<file path="config.mk">
export PLATFORM = sky130hd
export DESIGN_NAME = sensor_seq_ctrl
export DESIGN_NICKNAME = d
export VERILOG_FILES = /design/src/rtl/sensor_seq_ctrl.sv
export SDC_FILE = /design/constraint.sdc
export NUM_CORES = 1
export LEC_CHECK = 0
export ABC_CLOCK_PERIOD_IN_PS = 2300
export CAP_MARGIN = 20
export CORE_UTILIZATION = 43
export CTS_BUF_LIST = sky130_fd_sc_hd__clkbuf_4 sky130_fd_sc_hd__clkbuf_8
export CTS_CLUSTER_SIZE = 25
export DETAILED_ROUTE_END_ITERATION = 7
export GPL_ROUTABILITY_DRIVEN = 0
export HOLD_SLACK_MARGIN = 0.15
export SETUP_SLACK_MARGIN = 0.1
export SYNTH_ARGS = -nofsm -noshare
export SYNTH_HDL_FRONTEND = slang
export SYNTH_SLANG_ARGS = --single-unit
</file>
<file path="constraint.sdc">
create_clock -name clk -period 2.3 [get_ports clk]
set_input_delay 0.46 -clock clk [delete_from_list [all_inputs] [get_ports clk]]
set_output_delay 0.46 -clock clk [all_outputs]
set_load 0.1 [all_outputs]
</file>
<file path="src/rtl/sensor_seq_ctrl.sv">
`default_nettype none
// ============================================================================
// Module      : sensor_seq_ctrl
// Description : Stage sequencer for the 3-bit sensor capture/commit registers.
//               Drives etapa[1:0] to every sensor instance
//               (IDLE 00 -> SETTLE 01 -> CAPTURE 10 -> COMMIT 11). It watches
//               the raw input e and commits only after e has been stable.
//               Otherwise it retries, and once the retries run out it raises
//               an error pulse.
// Revision    : 1.0 - initial release
// ----------------------------------------------------------------------------
// Ports
//   clk      in   1  clock, all state on posedge
//   rst      in   1  asynchronous active-high reset
//   start    in   1  run request, sampled only in IDLE
//   abort    in   1  return to IDLE from SETTLE/CAPTURE (ignored in COMMIT)
//   e        in   3  raw sensor input, same net the sensor bank sees
//   etapa    out  2  stage code to the sensor bank
//   busy     out  1  high in every state except IDLE
//   done     out  1  1-cycle pulse, the cycle after COMMIT
//   err      out  1  1-cycle pulse when the retries are exhausted
//   value    out  3  committed copy of e (mirrors sensor s2)
//   retries  out  4  retries used in the last/current run
// Configuration macro
//   SENSOR_SEQ_AUTORUN_EN : when defined, an idle counter self-starts a run
//                           after AUTORUN_PER idle cycles.
// ============================================================================
module sensor_seq_ctrl #(
    parameter int SETTLE_CYC  = 4,
    parameter int STABLE_CYC  = 3,
    parameter int WINDOW_CYC  = 16,
    parameter int MAX_RETRY   = 3,
    parameter int AUTORUN_PER = 100
) (
    input  logic       clk,
    input  logic       rst,
    input  logic       start,
    input  logic       abort,
    input  logic [2:0] e,
    output logic [1:0] etapa,
    output logic       busy,
    output logic       done,
    output logic       err,
    output logic [2:0] value,
    output logic [3:0] retries
);

    // The state encoding equals the etapa code, so etapa comes straight from
    // the state register.
    localparam logic [1:0] c_IDLE    = 2'b00;
    localparam logic [1:0] c_SETTLE  = 2'b01;
    localparam logic [1:0] c_CAPTURE = 2'b10;
    localparam logic [1:0] c_COMMIT  = 2'b11;

    localparam logic [7:0] c_SETTLE_LAST = 8'(SETTLE_CYC - 1);
    localparam logic [7:0] c_STABLE_LAST = 8'(STABLE_CYC - 1);
    localparam logic [7:0] c_WINDOW_LAST = 8'(WINDOW_CYC - 1);
    localparam logic [3:0] c_MAX_RETRY   = 4'(MAX_RETRY);

    function automatic logic [7:0] sat_inc(input logic [7:0] v);
        return (v == 8'hFF) ? v : v + 8'd1;
    endfunction

    logic [1:0] r_state,   w_state_nxt;
    logic [7:0] r_cnt,     w_cnt_nxt;
    logic [7:0] r_win,     w_win_nxt;
    logic [7:0] r_stab,    w_stab_nxt;
    logic [2:0] r_ref,     w_ref_nxt;
    logic [2:0] r_cap,     w_cap_nxt;
    logic [2:0] r_value,   w_value_nxt;
    logic [3:0] r_retries, w_retries_nxt;
    logic       r_done,    w_done_nxt;
    logic       r_err,     w_err_nxt;
    logic       r_busy,    w_busy_nxt;
    logic       w_start_req;
    logic       w_hit;

`ifdef SENSOR_SEQ_AUTORUN_EN
    localparam logic [7:0] c_AUTORUN_LAST = 8'(AUTORUN_PER - 1);
    logic [7:0] r_idle_cnt;
    logic       w_auto_fire;

    assign w_auto_fire = (r_state == c_IDLE) && (r_idle_cnt == c_AUTORUN_LAST);

    // Held at zero outside IDLE, so each IDLE stretch counts from zero.
    always_ff @(posedge clk or posedge rst) begin
        if (rst) begin
            r_idle_cnt <= '0;
        end else if ((r_state != c_IDLE) || start || abort || w_auto_fire) begin
            r_idle_cnt <= '0;
        end else begin
            r_idle_cnt <= sat_inc(r_idle_cnt);
        end
    end

    assign w_start_req = start | w_auto_fire;
`else
    logic [7:0] w_unused_autorun;
    assign w_unused_autorun = 8'(AUTORUN_PER);
    assign w_start_req      = start;
`endif

    // A stable run has reached its length this cycle. It takes priority over
    // the window timeout, so a run that ends on the last window cycle commits.
    assign w_hit = (e == r_ref) && (r_stab == c_STABLE_LAST);

    always_ff @(posedge clk or posedge rst) begin
        if (rst) begin
            r_state   <= c_IDLE;
            r_cnt     <= '0;
            r_win     <= '0;
            r_stab    <= '0;
            r_ref     <= '0;
            r_cap     <= '0;
            r_value   <= '0;
            r_retries <= '0;
            r_done    <= 1'b0;
            r_err     <= 1'b0;
            r_busy    <= 1'b0;
        end else begin
            r_state   <= w_state_nxt;
            r_cnt     <= w_cnt_nxt;
            r_win     <= w_win_nxt;
            r_stab    <= w_stab_nxt;
            r_ref     <= w_ref_nxt;
            r_cap     <= w_cap_nxt;
            r_value   <= w_value_nxt;
            r_retries <= w_retries_nxt;
            r_done    <= w_done_nxt;
            r_err     <= w_err_nxt;
            r_busy    <= w_busy_nxt;
        end
    end

    always_comb begin
        w_state_nxt   = r_state;
        w_cnt_nxt     = r_cnt;
        w_win_nxt     = r_win;
        w_stab_nxt    = r_stab;
        w_ref_nxt     = r_ref;
        w_cap_nxt     = r_cap;
        w_value_nxt   = r_value;
        w_retries_nxt = r_retries;
        w_done_nxt    = 1'b0;
        w_err_nxt     = 1'b0;

        case (r_state)
            c_IDLE: begin
                if (w_start_req && !abort) begin
                    w_state_nxt   = c_SETTLE;
                    w_retries_nxt = '0;
                    w_cnt_nxt     = '0;
                end
            end
            c_SETTLE: begin
                if (abort) begin
                    w_state_nxt = c_IDLE;
                end else if (r_cnt == c_SETTLE_LAST) begin
                    w_state_nxt = c_CAPTURE;
                    w_ref_nxt   = e;
                    w_stab_nxt  = '0;
                    w_win_nxt   = '0;
                end else begin
                    w_cnt_nxt = sat_inc(r_cnt);
                end
            end
            c_CAPTURE: begin
                if (abort) begin
                    w_state_nxt = c_IDLE;
                end else begin
                    w_win_nxt = sat_inc(r_win);
                    if (w_hit) begin
                        w_state_nxt = c_COMMIT;
                        w_cap_nxt   = e;
                    end else begin
                        if (e == r_ref) begin
                            w_stab_nxt = sat_inc(r_stab);
                        end else begin
                            w_ref_nxt  = e;
                            w_stab_nxt = '0;
                        end
                        if (r_win == c_WINDOW_LAST) begin
                            if (r_retries < c_MAX_RETRY) begin
                                w_retries_nxt = r_retries + 4'd1;
                                w_state_nxt   = c_SETTLE;
                                w_cnt_nxt     = '0;
                            end else begin
                                w_state_nxt = c_IDLE;
                                w_err_nxt   = 1'b1;
                            end
                        end
                    end
                end
            end
            c_COMMIT: begin
                // Abort is ignored here: the sensor bank latches on this edge.
                w_value_nxt = r_cap;
                w_state_nxt = c_IDLE;
                w_done_nxt  = 1'b1;
            end
            default: begin
                w_state_nxt = c_IDLE;
            end
        endcase

        w_busy_nxt = (w_state_nxt != c_IDLE);
    end

    assign etapa   = r_state;
    assign busy    = r_busy;
    assign done    = r_done;
    assign err     = r_err;
    assign value   = r_value;
    assign retries = r_retries;

endmodule
`default_nettype wire

</file>
==> flow_summary.yaml <==
worst_setup_path:
  critPathLaunchType: "register"
  critPathArrivalTime_ps: 2310
  crit_type: "register to register"
  required_ps: 2540
  critPathCaptureType: "register"
  cp_max_fo: 7
  r2r_setup_slack_ps: 230
floorplanning:
  rows: 26
  die_area_um2: 5633
  die_x_um: 75.05
  ios: 19
  die_h_um: 75.05
  core-area_um2: 5107
  initial_utilization_pct: 44.93
yosys:
  synth-simple-area-share_pct: 22.68
  netlist_area_um2: 2295
  synth_cell_types: 44
  synth-xor-area-share_pct: 1.145
  synth_cells: 239
  ys.flop_type: "dfrtp_1"
  synthAdderAreaFrac_pct: 2.726
  synth_area_leader_cell: "dfrtp_1"
  synthMuxAreaShare_pct: 5.889
  syn-num-nets: 251
  synth_edf_count: 0
  synth_compound_area_share_pct: 18.21
  yosysWarnings: 0
  synth-seq-cells: 42
  yosys.area.top_type_share_pct: 45.80
  synth_top_family_by_area: "simple AND/OR/NAND/NOR gates"
  async_reset_ff_share_pct: 100.0
  synth_area_leaders: "dfrtp_1 46%, mux2_2 5.9%, o21ai_0 4.1%"
  yosysSeqAreaShare_pct: 45.80
  avgSynthCellArea_um2: 9.601
flow_run:
  maxCapViolCount: 0
final_layout:
  finish.utilization_pct: 55.86
  final_common_cell: "buf_4"
  nets: 292
  areaGrowthSynthToFinish_pct: 24.32
  drive_gt1_share_pct: 27.05
  mostFrequentLayoutCells: "41 x buf_4, 37 x dfrtp_1, 19 x nor2_1, 19 x o21ai_0, 15 x nand2_1"
  fin_cells: 351
  diodes: 0
routing:
  dr.pass1.iters: 4
  final_antenna_net_count: 0
  num_vias: 1917
  vias_per_cell: 5.462
  drt_iter0_drc: 108
  wire_per_inst_um: 14.33
  drc: 0
  wirelength_mm: 5.030
pwr:
  power_uw: 1856
  pwr_density_cell_nw_per_um2: 650.7
  vdd_ir_drop_max_v: 0.0004371
  p_leak_uw: 0.001279
sta:
  post-route-min-period_ps: 2071
  rsz0062_at_grt: "yes"
  final_max_slew_viol_count: 0
  tightest_slew_ps: 501.4
  final-setup-viol-count: 0
  fin_tns_setup_ps: 0
  clock_skew_ps: 5.436
  post-route-period-util_pct: 90.05
  hold_viol: 0
  timing.fmax_mhz: 482.8
  maxSlewHeadroom_pct: 66.10
cts:
  clk_path_buf_depth: 2
  clockRootBuffer: "clkbuf_8"
  clkLatencyLatePin_ps: 290
  clkSinkCount: 42
  cts_tree: "done"
  cts_buffers: 5
  htree_levels: 2
  ctsHoldBuffers: 0
  path_clk_slew_ps: 80
place:
  place_hpwl_mm: 3.600
  dp_cells: 343
  port_buffers: 18
global_routing:
  grt_pass1_wl_mm: 8.604
  grt_remaining_overflow: 0
  antenna_found_initial: 0
  grt_pass1_vias: 1877
  globalRouteTotalUtil_pct: 20.28
  grt_max_degree: 41
run_status:
  status: "complete, no violations"
worst_hold_path:
  min-delay-path-class: "input port to async pin"
-- cell usage after synthesis, drive strengths merged (2+ instances only) --
library cell  count
dfrtp            42
nor2             19
o21ai            19
nand2            15
nand3            14
mux2             12
o31ai             9
and3              8
buf               7
clkbuf            7
nor2b             7
inv               6
nand2b            6
nor3              6
o41ai             6
a21o              5
a21oi             5
a31oi             5
ha                5
nand4             5
nor4              5
nor4b             4
xnor2             3
or3               2
or3b              2
-- sequential cells by signal (all words and copies together), names as in the netlist --
register and cells:
etapa 2, r_ref 3, r_cnt 8, done 1, retries 4, err 1, r_stab 8, value 3
r_cap 3, r_win 8, busy 1
-- critical path: stages (launching register included) --
cell,delay (ps)
dfrtp_4,520
ha_4,160
or3_1,420
o32ai_2,190
o311ai_2,210
buf_4,200
nor3b_1,170
o22a_1,150
-- repair_timing --
item                                    4_1_cts  5_1_grt
endpoints found under the setup margin        1       12
cloned                                        0        0
gates resized for setup                       1        2
buffers inserted                              0        0
-- where the power goes --
part	leakage, µW	switching (µW)	internal [µW]
clock	0.0000472	258	241
sequential	0.000564	81.8	821
combinational	0.000668	244	210
-- worst paths after layout --
path                       startpoint         end  cells past startpoint
setup / recovery           retries[0]    r_cnt[2]                      7
hold / removal                    rst    value[2]                      2
setup reg to reg           retries[0]    r_cnt[2]                      7
hold reg to reg              value[2]    value[2]                      1
max in group asynchronous         rst  retries[1]                      3
min in group clk             value[2]    value[2]                      1
-- stage by stage --
step | area, µm² | worst slack (ps) | hold WS [ps]
floorplan | 2321 | 101.8 | 467.7
global placement | 2738 | -106.0 | 493.6
detailed placement | 2738 | -195.1 | 499.4
CTS | 2840 | 165.9 | 332.1
global route | 2853 | 47.14 | 364.7
finish | 2853 | 228.9 | 343.2
-- logic make-up after synthesis --
family,after synthesis
buffers and inverters,20
AOI/OAI and AO/OA,61
and+or+nand+nor,96
xor gates and xnor gates,3
muxes,12
adders and majority gates,5
DFF,42
-- per-layer routing --
layer  vias to the layer above  global-route usage (%)  share of wire, %
li1                        966                       -                 -
met3                         4                   3.614               3.0
met4                         0                   6.499              0.82
met2                        32                   32.63                47
met5                         -                       0                 0
met1                       915                   27.80                49
-- layout make-up --
cell class / count / area [µm²]
clock buffer: 6 / 82.58
fill: 471 / 2255
multi-input combinational: 177 / 1195
timing repair buffer: 48 / 387.9
sequential: 42 / 1065
clock inverter: 2 / 12.51
inverter: 6 / 22.52
tap: 70 / 87.58
(Power assumes the default switching activity.)
==> patch: new RTL, same flow settings <==
The parameter `WINDOW_CYC` goes from 16 to 15.
--- a/src/rtl/sensor_seq_ctrl.sv
+++ b/src/rtl/sensor_seq_ctrl.sv
@@ -28,7 +28,7 @@
 module sensor_seq_ctrl #(
     parameter int SETTLE_CYC  = 4,
     parameter int STABLE_CYC  = 3,
-    parameter int WINDOW_CYC  = 16,
+    parameter int WINDOW_CYC  = 15,
     parameter int MAX_RETRY   = 3,
     parameter int AUTORUN_PER = 100
 ) (
Function: same outputs for any inputs over 10 cycles, from zero or initial values and one cycle with rst high; that may be too few to reach the edited logic, so the function may still have changed.
==> patch against the unedited design <==
  * Final cell count rose by 1.7%
  * Fmax decreased by 1.1%
  * Critical path depth fell by 1
  * Area after synthesis rose by 4.5%
  * Routed wire length is 9.9% higher
  * Combinational power increased by 13%
  * Worst setup slack lost 23 ps
  * Design area increased by 1.2%
  * Total power is 12% higher
  * Sequential cell count unchanged
  * Global-route usage is 0.90 points higher
  * Largest power group unchanged
==> patch: results (changes against the unedited design) <==
[synthesis]
synthAdderAreaFrac_pct=3.13  ; was 2.73%
synthXorXnorAreaFrac_pct=1.10  ; was 1.15%
synthCells=249  ; was 239
synth.distinct_cells=51  ; was 44
synth_area_mm2=0.00240  ; was 0.00229 mm^2
synth-compound-area-share_pct=19.2  ; was 18.2%
synth.cells.most_frequent=dfrtp_1, nand2_1, nor2_1, o21ai_0  ; was dfrtp_1, nor2_1, o21ai_0, nand2_1, nand3_1
synth_area_leaders=dfrtp_1, nand2_1, mux2_2, nor2_1, o31ai_1  ; was dfrtp_1, mux2_2, o21ai_0, nor2_1, nand3_1

[timing]
finClkSkew_ps=4.01  ; was 5.44 ps
setup_ws_ps=206  ; was 229 ps
tightest_slew_ps=553  ; was 501 ps

[global_routing]
grtUsageMet3_pct=4.05  ; was 3.61%
grt_pass1_wl_mm=9.92  ; was 8.60 mm
met2_usage_pct=35.5  ; was 32.6%
grt_usage_pct=21.2  ; was 20.3%

[placed_design]
numPlacedInstances=347  ; was 343
place_area_mm2=0.00274  ; about the same
dp_slack_ps=18.3  ; was -195 ps

[critical_path]
cpPeakStageDelay_ps=420  ; was 520 ps
worst_r2r_path_depth=6  ; was 7

[min_path]
hp-class=reg2reg  ; was in2async

[final_layout]
seq_cells=42  ; unchanged
drive_above_1_share_pct=25.1  ; was 27.0%
fin_nets=299  ; was 292
seq_share_pct=36.6  ; was 37.3%
clock_area_share_pct=3.77  ; was 3.33%
inverters=11  ; was 6
design_area_mm2=0.00289  ; was 0.00285 mm^2
signal_buffers=41  ; was 48

[detailed_routing]
met2_length_mm=2.70  ; was 2.38 mm
wirelength_met1_mm=2.53  ; was 2.46 mm
wl_met3_um=240  ; was 149 um
drt_iter0_markers=138  ; was 108
vias=2016  ; was 1917

[status]
status=finished clean  ; unchanged

[cts]
post_cts_resize_count=0  ; was 1

[patch: changes by cell type after synthesis, sizes merged, moves of 3 or more]
cell    delta
nand2     +14
nor3       -3
o31ai      +3
o21ai      -3
nor2       +6
nand2b     -4
clkbuf     -4
nand3      -3
inv        +5
[patch: metrics by stage]
stage | total power [mW] | hold slack [ps]
2_1_floorplan | 1.34 | 473
3_3_place_gp | 1.47 | 492
3_5_place_dp | 1.48 | 496
4_1_cts | 2.08 | 516
5_1_grt | 2.20 | 530
6_report | 2.07 | 508
[patch: where the power goes]
| part | switching, mW | internal (mW) | leakage, nW |
|---|---|---|---|
| Combinational | 0.298 | 0.214 | 0.659 |
| Clock | 0.266 | 0.320 | 0.0579 |
| Sequential | 0.130 | 0.843 | 0.563 |
| Total | 0.694 | 1.38 | 1.28 |
[patch: logic make-up after synthesis]
family / count (synthesis)
AO/OA/AOI/OAI: 62
XOR/XNOR: 3
adder cells (fa/ha/maj): 6
buffers and inverters: 22
flip-flops: 42
multiplexers: 11
AND/OR/NAND/NOR: 103
